File: config.mk
export PLATFORM = sky130hd
export DESIGN_NAME = regfile_wb_queue_flat
export DESIGN_NICKNAME = d
export VERILOG_FILES = /design/src/rtl/regfile_wb_queue_if.sv /design/src/rtl/regfile_wb_queue.sv /design/src/flat_wrapper.sv
export SDC_FILE = /design/constraint.sdc
export NUM_CORES = 1
export LEC_CHECK = 0
export CORE_MARGIN = 2
export CORE_UTILIZATION = 50
export DETAILED_ROUTE_END_ITERATION = 10
export PLACE_DENSITY = 0.85
export REMOVE_ABC_BUFFERS = 1
export SETUP_SLACK_MARGIN = 0.15
export SYNTH_ARGS = -nofsm -noshare
export SYNTH_HDL_FRONTEND = slang
export SYNTH_SLANG_ARGS = --single-unit
File: constraint.sdc
create_clock -name clock -period 4.65 [get_ports clock]
set_clock_uncertainty 0.15 [all_clocks]
set_input_delay 1.1625 -clock clock [delete_from_list [all_inputs] [get_ports clock]]
set_output_delay 1.1625 -clock clock [all_outputs]
set_load 0.02 [all_outputs]
File: src/rtl/regfile_wb_queue_if.sv
// Write-back queue bus: two producer ports, register-file write port, busy query.
interface regfile_wb_queue_if #(
  parameter int unsigned DEPTH = 4
);
  logic                     ld_valid;
  logic                     ld_ready;
  logic [4:0]               ld_addr;
  logic [31:0]              ld_data;
  logic                     alu_valid;
  logic                     alu_ready;
  logic [4:0]               alu_addr;
  logic [31:0]              alu_data;
  logic                     wb_hold;
  logic                     RegWrite;
  logic [4:0]               WriteAddr;
  logic [31:0]              WriteData;
  logic [4:0]               chk_addr1;
  logic [4:0]               chk_addr2;
  logic                     busy1;
  logic                     busy2;
  logic [$clog2(DEPTH):0]   q_count;

  modport master (
    output ld_valid, ld_addr, ld_data, alu_valid, alu_addr, alu_data, wb_hold,
    output chk_addr1, chk_addr2,
    input  ld_ready, alu_ready, RegWrite, WriteAddr, WriteData, busy1, busy2, q_count
  );

  modport slave (
    input  ld_valid, ld_addr, ld_data, alu_valid, alu_addr, alu_data, wb_hold,
    input  chk_addr1, chk_addr2,
    output ld_ready, alu_ready, RegWrite, WriteAddr, WriteData, busy1, busy2, q_count
  );
endinterface

File: src/rtl/regfile_wb_queue.sv
// In-order register write-back queue fed by the load unit and the ALU.
// Head entry is presented combinationally and retired on every edge it is driven.
module regfile_wb_queue #(
  parameter int unsigned DEPTH = 4
) (
  input  logic               clock,
  input  logic               reset,
  regfile_wb_queue_if.slave  bus
);
  localparam int unsigned PtrW = $clog2(DEPTH);
  localparam int unsigned CntW = PtrW + 1;
  localparam logic [CntW-1:0] Full = CntW'(DEPTH);

  logic [4:0]      entryAddr [DEPTH];
  logic [31:0]     entryData [DEPTH];
  logic [PtrW-1:0] headPtr;
  logic [PtrW-1:0] tailPtr;
  logic [CntW-1:0] count;

  logic            notFull;
  logic            ldFire;
  logic            aluFire;
  logic            doEnq;
  logic            doDeq;
  logic [4:0]      enqAddr;
  logic [31:0]     enqData;
  logic [DEPTH-1:0] entryValid;

  // Handshakes and enqueue selection; load has fixed priority over ALU.
  always_comb begin
    notFull       = count < Full;
    bus.ld_ready  = notFull;
    bus.alu_ready = notFull && !bus.ld_valid;
    ldFire        = bus.ld_valid && notFull;
    aluFire       = bus.alu_valid && notFull && !bus.ld_valid;
    enqAddr       = ldFire ? bus.ld_addr : bus.alu_addr;
    enqData       = ldFire ? bus.ld_data : bus.alu_data;
    // Writes to r0 complete the handshake but are dropped.
    doEnq         = (ldFire || aluFire) && (enqAddr != 5'd0);
    bus.q_count   = count;
  end

  // Head drive: present the oldest entry unless draining is held off.
  always_comb begin
    doDeq         = (count != '0) && !bus.wb_hold;
    bus.RegWrite  = doDeq;
    bus.WriteAddr = doDeq ? entryAddr[headPtr] : 5'd0;
    bus.WriteData = doDeq ? entryData[headPtr] : 32'd0;
  end

  // Pending-write lookup over all valid entries, head included.
  always_comb begin
    bus.busy1 = 1'b0;
    bus.busy2 = 1'b0;
    for (int unsigned i = 0; i < DEPTH; i++) begin
      // Entry i is valid when its distance from head is below count.
      entryValid[i] = {1'b0, PtrW'(i) - headPtr} < count;
      if (entryValid[i] && (bus.chk_addr1 != 5'd0) && (entryAddr[i] == bus.chk_addr1)) begin
        bus.busy1 = 1'b1;
      end
      if (entryValid[i] && (bus.chk_addr2 != 5'd0) && (entryAddr[i] == bus.chk_addr2)) begin
        bus.busy2 = 1'b1;
      end
    end
  end

  // Pointer and occupancy state; reset discards every queued entry.
  always_ff @(posedge clock or posedge reset) begin
    if (reset) begin
      headPtr <= '0;
      tailPtr <= '0;
      count   <= '0;
    end else begin
      if (doEnq) tailPtr <= tailPtr + 1'b1;
      if (doDeq) headPtr <= headPtr + 1'b1;
      case ({doEnq, doDeq})
        2'b10:   count <= count + 1'b1;
        2'b01:   count <= count - 1'b1;
        default: count <= count;
      endcase
    end
  end

  // Entry storage; contents are meaningful only where entryValid is set.
  always_ff @(posedge clock) begin
    if (doEnq && !reset) begin
      entryAddr[tailPtr] <= enqAddr;
      entryData[tailPtr] <= enqData;
    end
  end
endmodule

File: src/flat_wrapper.sv
// flat-port wrapper written by rule: the top's interface ports become plain ports
module regfile_wb_queue_flat 
#(
  parameter int unsigned DEPTH = 4
)
  (clock, reset, bus_ld_valid, bus_ld_addr, bus_ld_data, bus_alu_valid, bus_alu_addr, bus_alu_data, bus_wb_hold, bus_chk_addr1, bus_chk_addr2, bus_ld_ready, bus_alu_ready, bus_RegWrite, bus_WriteAddr, bus_WriteData, bus_busy1, bus_busy2, bus_q_count);
  regfile_wb_queue_if #(.DEPTH(DEPTH)) bus_i ();
  input  logic clock;
  input  logic reset;
  input wire logic [$bits(bus_i.ld_valid)-1:0] bus_ld_valid;
  input wire logic [$bits(bus_i.ld_addr)-1:0] bus_ld_addr;
  input wire logic [$bits(bus_i.ld_data)-1:0] bus_ld_data;
  input wire logic [$bits(bus_i.alu_valid)-1:0] bus_alu_valid;
  input wire logic [$bits(bus_i.alu_addr)-1:0] bus_alu_addr;
  input wire logic [$bits(bus_i.alu_data)-1:0] bus_alu_data;
  input wire logic [$bits(bus_i.wb_hold)-1:0] bus_wb_hold;
  input wire logic [$bits(bus_i.chk_addr1)-1:0] bus_chk_addr1;
  input wire logic [$bits(bus_i.chk_addr2)-1:0] bus_chk_addr2;
  output wire logic [$bits(bus_i.ld_ready)-1:0] bus_ld_ready;
  output wire logic [$bits(bus_i.alu_ready)-1:0] bus_alu_ready;
  output wire logic [$bits(bus_i.RegWrite)-1:0] bus_RegWrite;
  output wire logic [$bits(bus_i.WriteAddr)-1:0] bus_WriteAddr;
  output wire logic [$bits(bus_i.WriteData)-1:0] bus_WriteData;
  output wire logic [$bits(bus_i.busy1)-1:0] bus_busy1;
  output wire logic [$bits(bus_i.busy2)-1:0] bus_busy2;
  output wire logic [$bits(bus_i.q_count)-1:0] bus_q_count;
  assign bus_i.ld_valid = bus_ld_valid;
  assign bus_i.ld_addr = bus_ld_addr;
  assign bus_i.ld_data = bus_ld_data;
  assign bus_i.alu_valid = bus_alu_valid;
  assign bus_i.alu_addr = bus_alu_addr;
  assign bus_i.alu_data = bus_alu_data;
  assign bus_i.wb_hold = bus_wb_hold;
  assign bus_i.chk_addr1 = bus_chk_addr1;
  assign bus_i.chk_addr2 = bus_chk_addr2;
  assign bus_ld_ready = bus_i.ld_ready;
  assign bus_alu_ready = bus_i.alu_ready;
  assign bus_RegWrite = bus_i.RegWrite;
  assign bus_WriteAddr = bus_i.WriteAddr;
  assign bus_WriteData = bus_i.WriteData;
  assign bus_busy1 = bus_i.busy1;
  assign bus_busy2 = bus_i.busy2;
  assign bus_q_count = bus_i.q_count;
  regfile_wb_queue #(.DEPTH(DEPTH)) u_core (.clock(clock), .reset(reset), .bus(bus_i));
endmodule
==> Word level (Yosys, flattened, before mapping) <==
Memory sizes are Yosys's and may differ from the RTL's.
Cells that the tools add are included.
{ "word_totals": {"mem_count": 2, "out_inout_bits": 45, "mem_bits_rw": 148, "reg_bits": 7} }
{ "mem_list": {"columns": ["name", "depth", "word_bits", "rd", "rd_ports_with_merged_regs", "write_ports", "line", "text"], "rows": [
  ["u_core.entryData", 4, 32, 1, 0, 1, "regfile_wb_queue.sv:15", "logic [31:0] entryData [DEPTH];"],
  ["u_core.entryAddr", 4, 5, 5, 0, 1, "regfile_wb_queue.sv:14", "logic [4:0] entryAddr [DEPTH];"]
]} }
{ "op_classes": {"eq_ne": 10, "reduce_logical": 32, "n_lt_le_gt_ge": 5, "addsub": 8, "n_mux": 15} }
{ "op_table": {"columns": ["cell", "count"], "rows": [
  ["two-way mux 32 bit", 2],
  ["equality test 5 bit", 8],
  ["logical AND 1 bit", 23],
  ["nonzero test 5 bit", 3],
  ["< comparator 2 x 3 -> 1 bit", 4],
  ["two-way mux 1 bit", 10],
  ["two-way mux 5 bit", 2],
  ["case mux 3 bit (2 select lines)", 1],
  ["adder 2 x 1 -> 2 bit, second input constant", 2],
  ["subtractor 1 x 2 -> 2 bit, first input constant", 2],
  ["subtractor 2 bit, first input constant", 2],
  ["adder 3 x 1 -> 3 bit, second input constant", 1],
  ["zero test 1 bit", 3],
  ["< comparator 3 bit, second input constant", 1],
  ["nonzero test 3 bit", 1],
  ["subtractor 3 x 1 -> 3 bit, second input constant", 1],
  ["equality test 2 x 1 -> 1 bit, second input constant", 1],
  ["equality test 2 bit, second input constant", 1],
  ["nonzero test 2 bit", 1],
  ["logical OR 1 bit", 1]
]} }

==> Depth between registers and ports, before layout <==
Gate-level depths: netlist of run 1.
{ "depth": {"depth_word": 8, "ltp_mapped": 11, "depth_no_buf": 11} }

==> Worst setup path after synthesis of run 1 <==
No wires, ideal clock.
{ "synth_path": {"path_type": "input-to-output", "from": "input port bus_chk_addr1[4]", "to": "output port bus_busy1", "n_path_buf": 1, "cell_stages": 6, "arrival_ps": 2288, "slack_ps": 1050, "path_cell_list": "clkbuf_1 > xnor2_1 > nand3_1 > nor4_1 > nor4_1 > a21oi_1"} }
{ "synth_via": {"elab_chain_cells": 7, "word_cells_on_any_way": 17, "cone_classes": "4 x eq/ne; 4 x mux; 9 x reduce/logical"} }
{ "synth_rtl": {"columns": ["item", "line", "text"], "rows": [
  ["from (decl)", "flat_wrapper.sv:17", "input wire logic [$bits(bus_i.chk_addr1)-1:0] bus_chk_addr1;"],
  ["nonzero test 5 bit", "regfile_wb_queue.sv:58", "if (entryValid[i] && (bus.chk_addr1 != 5'd0) && (entryAddr[i] == bus.chk_addr1)) begin"],
  ["logical AND 1 bit (2 in series)", "regfile_wb_queue.sv:58", null],
  ["two-way mux 1 bit (3 in series)", "regfile_wb_queue.sv:58", null],
  ["two-way mux 1 bit *", "regfile_wb_queue.sv:58", null],
  ["to (decl)", "flat_wrapper.sv:24", "output wire logic [$bits(bus_i.busy1)-1:0] bus_busy1;"]
]} }
Every way passes the cells marked *; elsewhere a longest branch is shown, timed or not.

==> Worst setup path in the final report of run 1 <==
{ "layout_path": {"from": "input port bus_wb_hold", "to": "output port bus_WriteData[31]"} }
{ "layout_via": {"elab_chain_cells": 3} }
{ "layout_rtl": {"columns": ["item", "line", "text"], "rows": [
  ["from (decl)", "flat_wrapper.sv:16", "input wire logic [$bits(bus_i.wb_hold)-1:0] bus_wb_hold;"],
  ["zero test 1 bit", "regfile_wb_queue.sv:45", "doDeq = (count != '0) && !bus.wb_hold;"],
  ["logical AND 1 bit", "regfile_wb_queue.sv:45", null],
  ["two-way mux 32 bit", "regfile_wb_queue.sv:48", "bus.WriteData = doDeq ? entryData[headPtr] : 32'd0;"],
  ["to (decl)", "flat_wrapper.sv:23", "output wire logic [$bits(bus_i.WriteData)-1:0] bus_WriteData;"]
]} }
No other way between the ends.

==> results.json, run 1 <==
{
  "p_per_area_nw_per_um2": 552,
  "drv_slew": 0,
  "syn_area_sq_um": 7110,
  "drc_errors": 0,
  "clkSinkCount": 155,
  "cp.arrival_ns": 2.91,
  "diodes": 0,
  "ys_seq_area_share_pct": 64.9,
  "worst_pin_slew_ns": 0.565,
  "yosysTopAreaCell": "edfxtp_1",
  "p_leak_nw": 3.20,
  "grt_pass1_wl_um": 23600,
  "syn_inst": 409,
  "grt_pass1_vias": 4413,
  "relSlewSlack_pct": 62.3,
  "fin_crit_ns": 4.23,
  "critPathLaunchType": "input pin",
  "antenna_found_initial": 0,
  "grt_max_degree": 42,
  "io_buffers": 133,
  "drt-total-wl_um": 15400,
  "die_x_um": 123,
  "outcome": "finished clean",
  "timing.rr.end": "u_core.bus.q_count[2]",
  "place_area_sq_um": 8720,
  "reg2regPathDepth": 11,
  "maxCapViolations": 0,
  "rrSetupSlack_ns": 1.97,
  "setup_viol": 0,
  "grt_usage_pct": 21.2,
  "drt_pass1_iterations": 5,
  "synthSimpleGateAreaFrac_pct": 6.17,
  "yosys.area_share.xor_xnor_pct": 5.79,
  "hold_path.startpoint": "u_core.tailPtr[1]",
  "wl_per_cell_um": 20.9,
  "initial_core_util_pct": 51.2,
  "pin_count": 134,
  "area_growth_pct": 31.0,
  "min_path_type": "flip-flop to flip-flop",
  "rows": 43,
  "synth_top_family_by_area": "multiplexers",
  "antenna_left": 0,
  "dr.first_iter.drc_count": 244,
  "die_y_um": 123,
  "via_count": 4025,
  "syn_avg_cell_area_sq_um": 17.4,
  "cp.required_ns": 3.34,
  "yosys_register_bits": 155,
  "final_layout_size_suffix_gt1_share_pct": 22.1,
  "post-route-util_pct": 67.2,
  "muxShareOfSynthArea_pct": 18.0,
  "insertion_delay_ns": 0.40,
  "synth_compound_area_share_pct": 1.21,
  "grt.overflow.total": 0,
  "synth_fa_ha_area_share_pct": 1.86,
  "hold_depth": 1,
  "path_class": "input pin to output port",
  "clockBufferDepth": 2,
  "core_region_area_sq_um": 13900,
  "cts_made_buffers": 17,
  "yosys.area.top_type_share_pct": 62.5,
  "gp_congestion": 0.918,
  "peakVddDrop_mv": 0.296,
  "holdPathEnd": "u_core.tailPtr[1]",
  "n_fill_cell": 935,
  "crit_fanout": 41,
  "avgViaCountPerCell": 5.47,
  "report.power.total_mw": 5.15,
  "path_clk_slew_ns": 0.06,
  "tritoncts": "built",
  "design_area_sq_um": 9320,
  "final_hold_viol_count": 0,
  "nNetsFinal": 642,
  "rr_startpoint": "u_core.bus.q_count[2]",
  "place_hpwl_um": 10000,
  "fin_crit_sh_pct": 90.9,
  "seq_area_sq_um": 4620,
  "dieArea_sq_um": 15200,
  "fmax_mhz": 237,
  "htree_levels": 4,
  "multi_input_area_sq_um": 2370,
  "root_buffer": "clkbuf_16",
  "yosys.cell_types.count": 31,
  "yosys_warnings": 0,
  "cp-end-kind": "output port",
  "synth.area.top_cells": "edfxtp_1 (62%), mux4_2 (12%), mux2_2 (5.7%), xnor2_1 (3.4%), and2_1 (3.3%)",
  "rsz0062_at_grt": "no"
}
cell usage after synthesis, drive strengths merged:
cell type  number
o2bb2ai         2
clkbuf         18
clkinv          1
and3            4
nor4           11
and2           37
o221a           1
fa              1
ha              9
a21oi           4
nor3            3
nand2b          3
mux2i           1
nor2b           1
xnor2          28
o21a            2
edfxtp        148
nor2            5
inv             9
a31oi           1
dfrtp           7
nand3           8
nand2           2
xor2           19
a21boi          1
mux4           37
mux2           38
buf             8
report_power, final:
group          internal (mW)  switching [mW]  leakage (nW)  total [mW]
registers               1.78           0.109          1.42        1.89
clock network          0.803           0.559         0.279        1.36
logic                  0.964           0.931          1.50        1.89
total                   3.55            1.60          3.20        5.15
layer usage:
layer  vias to the layer above  part of all wire, %  wire [um]  track usage [%]
li1                       1839                    -          -                -
met1                      2062                   41       6350             26.7
met2                       116                   53       8230             37.7
met3                         8                  4.7        725             4.80
met4                         0                 0.62         96             4.26
met5                         -                    0          0                0
critical path, stage by stage:
cell and delay [ns]:
clkdlybuf4s50_1 0.45, a31oi_4 0.19, buf_12 0.24, and2_1 0.18
clkdlybuf4s50_1 0.67
flip-flops by register name (all words and copies together) (netlist names):
name,cells
u_core.entryAddr,20
u_core.bus.q_count,3
u_core.entryData,128
u_core.tailPtr,2
u_core.headPtr,2
layout by cell type, fill, tap and decap left out, drive strengths merged:
cell type / netlist / final
bufinv: 0 / 2
nor2: 5 / 5
edfxtp: 148 / 148
a21oi: 4 / 4
o2bb2ai: 2 / 2
dlymetal6s2s: 0 / 5
clkdlybuf4s50: 0 / 123
ha: 9 / 9
dfrtp: 7 / 7
xor2: 19 / 19
inv: 9 / 14
mux2: 38 / 38
o21a: 2 / 2
xnor2: 28 / 28
a31oi: 1 / 1
nand2: 2 / 2
nand3: 8 / 8
clkdlybuf4s15: 0 / 1
and3: 4 / 4
a21boi: 1 / 1
o221a: 1 / 1
nor3: 3 / 3
clkbuf: 18 / 18
clkinvlp: 0 / 3
mux2i: 1 / 1
mux4: 37 / 37
dlygate4sd2: 0 / 4
and2: 37 / 37
buf: 8 / 8
nor2b: 1 / 1
fa: 1 / 1
clkinv: 1 / 5
nand2b: 3 / 3
nor4: 11 / 11
worst max-delay path by stage:
stage               slack, ns           endpoint              start
finish                   0.42  bus_WriteData[31]        bus_wb_hold
global route             0.37  bus_WriteData[31]        bus_wb_hold
CTS                      0.17          bus_busy2   bus_chk_addr2[4]
detailed placement      -0.01          bus_busy1   bus_chk_addr1[4]
global placement         0.02          bus_busy1   bus_chk_addr1[4]
floorplan                0.27          bus_busy1  u_core.headPtr[0]
logic make-up after synthesis:
kind of cell / count (synthesis)
adders and majority gates: 10
muxes: 76
buffers and inverters: 36
and+or+nand+nor: 74
DFF: 155
xor gates and xnor gates: 47
AOI/OAI and AO/OA: 11
cell type report:
class,count,area share (%)
multi-input cells,218,25.4
clock inverters,14,1.73
clock buffers,18,4.60
repair buffers,141,15.8
inverters,10,0.416
well taps,180,2.42
flip-flops and latches,155,49.6
what timing repair did:
item | 4_1_cts | 5_1_grt
setup buffers | 0 | 0
hold buffers | 0 | 0
resized for setup | 5 | 7
pin swaps | 0 | 0
endpoints found under the setup margin | 1 | 2
stage by stage:
stage / hold slack (ns) / instances / setup TNS, ns / setup WS, ns
2_1_floorplan: 0.385 / 383 / 0 / 0.272
3_3_place_gp: 0.405 / 704 / 0 / 0.0190
3_5_place_dp: 0.423 / 704 / -0.0101 / -0.0101
4_1_cts: 0.437 / 736 / 0 / 0.168
5_1_grt: 0.466 / 736 / 0 / 0.369
6_report: 0.440 / 736 / 0 / 0.424
(Power assumes the default switching activity.)
==> run 2, diff against run 1 <==
- ABC_CLOCK_PERIOD_IN_PS: unset -> 4650
- CORE_UTILIZATION: 50 -> 25
- CTS_CLUSTER_DIAMETER: unset -> 120
- PLACE_DENSITY: 0.85 -> 0.52
==> run 2 against run 1 <==
Effect of this change:
- first-iteration DRC count is 29% lower
- critical path depth is 2 higher
- fmax is 0.68% lower
- worst hold slack better by 0.0067 ns
- total power hardly changed
- core utilization is 33 points lower
- clock power hardly changed
- critical endpoint is now bus_busy1
- largest cell class unchanged
==> results.json, run 2 (synthesis gave the netlist of run 1 again) <==
{
  "outcome": "finished clean",
  "avgViaCountPerCell": 4.37,
  "dr.first_iter.drc_count": 173,
  "dp_slack_ns": 0.144,
  "report.power.total_mw": 5.15,
  "cp-end-kind": "output port",
  "setup_viol": 0,
  "rows": 61,
  "fin_crit_ns": 4.26,
  "antenna_found_initial": 0,
  "cp_num_buf_inv": 2,
  "maxCapViolations": 0,
  "post-route-util_pct": 34.2,
  "min_path_type": "flip-flop to flip-flop",
  "root_buffer": "clkbuf_16",
  "fin_crit_sh_pct": 91.5,
  "relSlewSlack_pct": 63.5,
  "seq_area_sq_um": 4620,
  "dp_cells": 906,
  "io_buffers": 133,
  "grt.overflow.total": 0,
  "peakVddDrop_mv": 0.217,
  "post-cts-setup-buffers": 0,
  "place_area_sq_um": 8950,
  "drc_errors": 0,
  "worst_slack_ns": 0.395,
  "fmax_mhz": 235,
  "drt_pass1_iterations": 4,
  "cp_slowest_stage_delay_ns": 0.62,
  "n_fill_cell": 2751,
  "insertion_delay_ns": 0.41,
  "grt_pass1_wl_um": 25400,
  "largest_reg_flops": 128,
  "worstPathCellList": "dlygate4sd2_1 > xnor2_1 > nand3_1 > nor4_1 > nor4_1 > a21oi_1 > clkdlybuf4s50_1",
  "critPathTopFamily": "buffers and inverters",
  "worst_pin_slew_ns": 0.547,
  "cts_made_buffers": 17,
  "area_growth_pct": 34.3,
  "path_clk_slew_ns": 0.06,
  "path_class": "input pin to output port",
  "critPathLaunchType": "input pin",
  "antenna_left": 0,
  "ctsHoldBuffers": 0,
  "initial_core_util_pct": 25.5,
  "design_area_sq_um": 9550,
  "grt_usage_pct": 11.1,
  "die_y_um": 173,
  "die_x_um": 173,
  "clkSinkCount": 155,
  "slowest_stage": "clkdlybuf4s50_1",
  "tritoncts": "built",
  "drt-total-wl_um": 16300,
  "final_layout_size_suffix_gt1_share_pct": 22.9,
  "path_common_cell": "nor4_1",
  "core_region_area_sq_um": 27900,
  "clockBufferDepth": 2,
  "place_hpwl_um": 10900,
  "p_per_area_nw_per_um2": 539,
  "wl_per_cell_um": 17.4,
  "grt_max_degree": 42,
  "multi_input_area_sq_um": 2370,
  "drv_slew": 0,
  "crit_fanout": 5,
  "layout_common_cells": "edfxtp_1 (148), clkdlybuf4s50_1 (123), mux4_2 (37), and2_1 (37), mux2_2 (36)",
  "finalSetupTns_ns": 0,
  "top_register": "u_core.entryData",
  "htree_levels": 4,
  "via_count": 4098,
  "cp.required_ns": 3.34,
  "diodes": 0,
  "gp_congestion": 0.850,
  "nNetsFinal": 646,
  "hold_ws_ns": 0.447,
  "cp.arrival_ns": 2.94,
  "rsz0062_at_grt": "no",
  "final_hold_viol_count": 0,
  "final_common_cell": "edfxtp_1",
  "grt_pass1_vias": 4426,
  "pin_count": 134,
  "fin_cells": 938,
  "dieArea_sq_um": 29800,
  "p_leak_nw": 3.23
}
run 2: cell types whose count changed in the layout (fill, tap and decap cells not counted), moves of 2 or more:
cell / delta
dlygate4sd2_1: -2
buf_12: -4
dlymetal6s2s_1: +3
clkinvlp_4: -3
buf_4: +8
inv_8: +3
run 2: path summary, 6_finish.rpt:
path | slack (ns) | cells after the start | endpoint | start
setup / recovery | 0.39 | 7 | bus_busy1 | bus_chk_addr1[0]
hold / removal | 0.45 | 1 | u_core.tailPtr[1] | u_core.tailPtr[1]
setup reg to reg | 1.98 | 11 | u_core.bus.q_count[2] | u_core.bus.q_count[2]
hold reg to reg | 0.45 | 1 | u_core.tailPtr[1] | u_core.tailPtr[1]
max in group asynchronous | 3.17 | 2 | u_core.headPtr[0] | reset
min in group asynchronous | 0.88 | 2 | u_core.bus.q_count[1] | reset
run 2: cell type report:
class | instances | share of cell area (%)
clock buffer | 17 | 4.45
clock inverter | 15 | 1.64
inverter | 10 | 0.406
multi-input combinational | 218 | 24.8
sequential | 155 | 48.4
tap | 378 | 4.95
timing repair buffer | 145 | 15.3
run 2: routing by layer:
layer / GRT usage, % / vias up / wire [um]
li1: - / 1845 / -
met4: 3.71 / 0 / 192
met2: 19.2 / 132 / 8340
met3: 2.95 / 13 / 816
met5: 0 / - / 0
met1: 13.6 / 2108 / 7000
run 2: report_power, final:
part	switching, mW	total [mW]	internal, mW
clock	0.597	1.36	0.760
combinational	0.948	1.90	0.952
sequential	0.109	1.89	1.78
total	1.65	5.15	3.49
run 2: timing repair:
action / CTS / global route
gates resized for setup: 2 / 8
cloned: 0 / 0
pin swaps: 0 / 0
setup endpoints to repair: 2 / 2
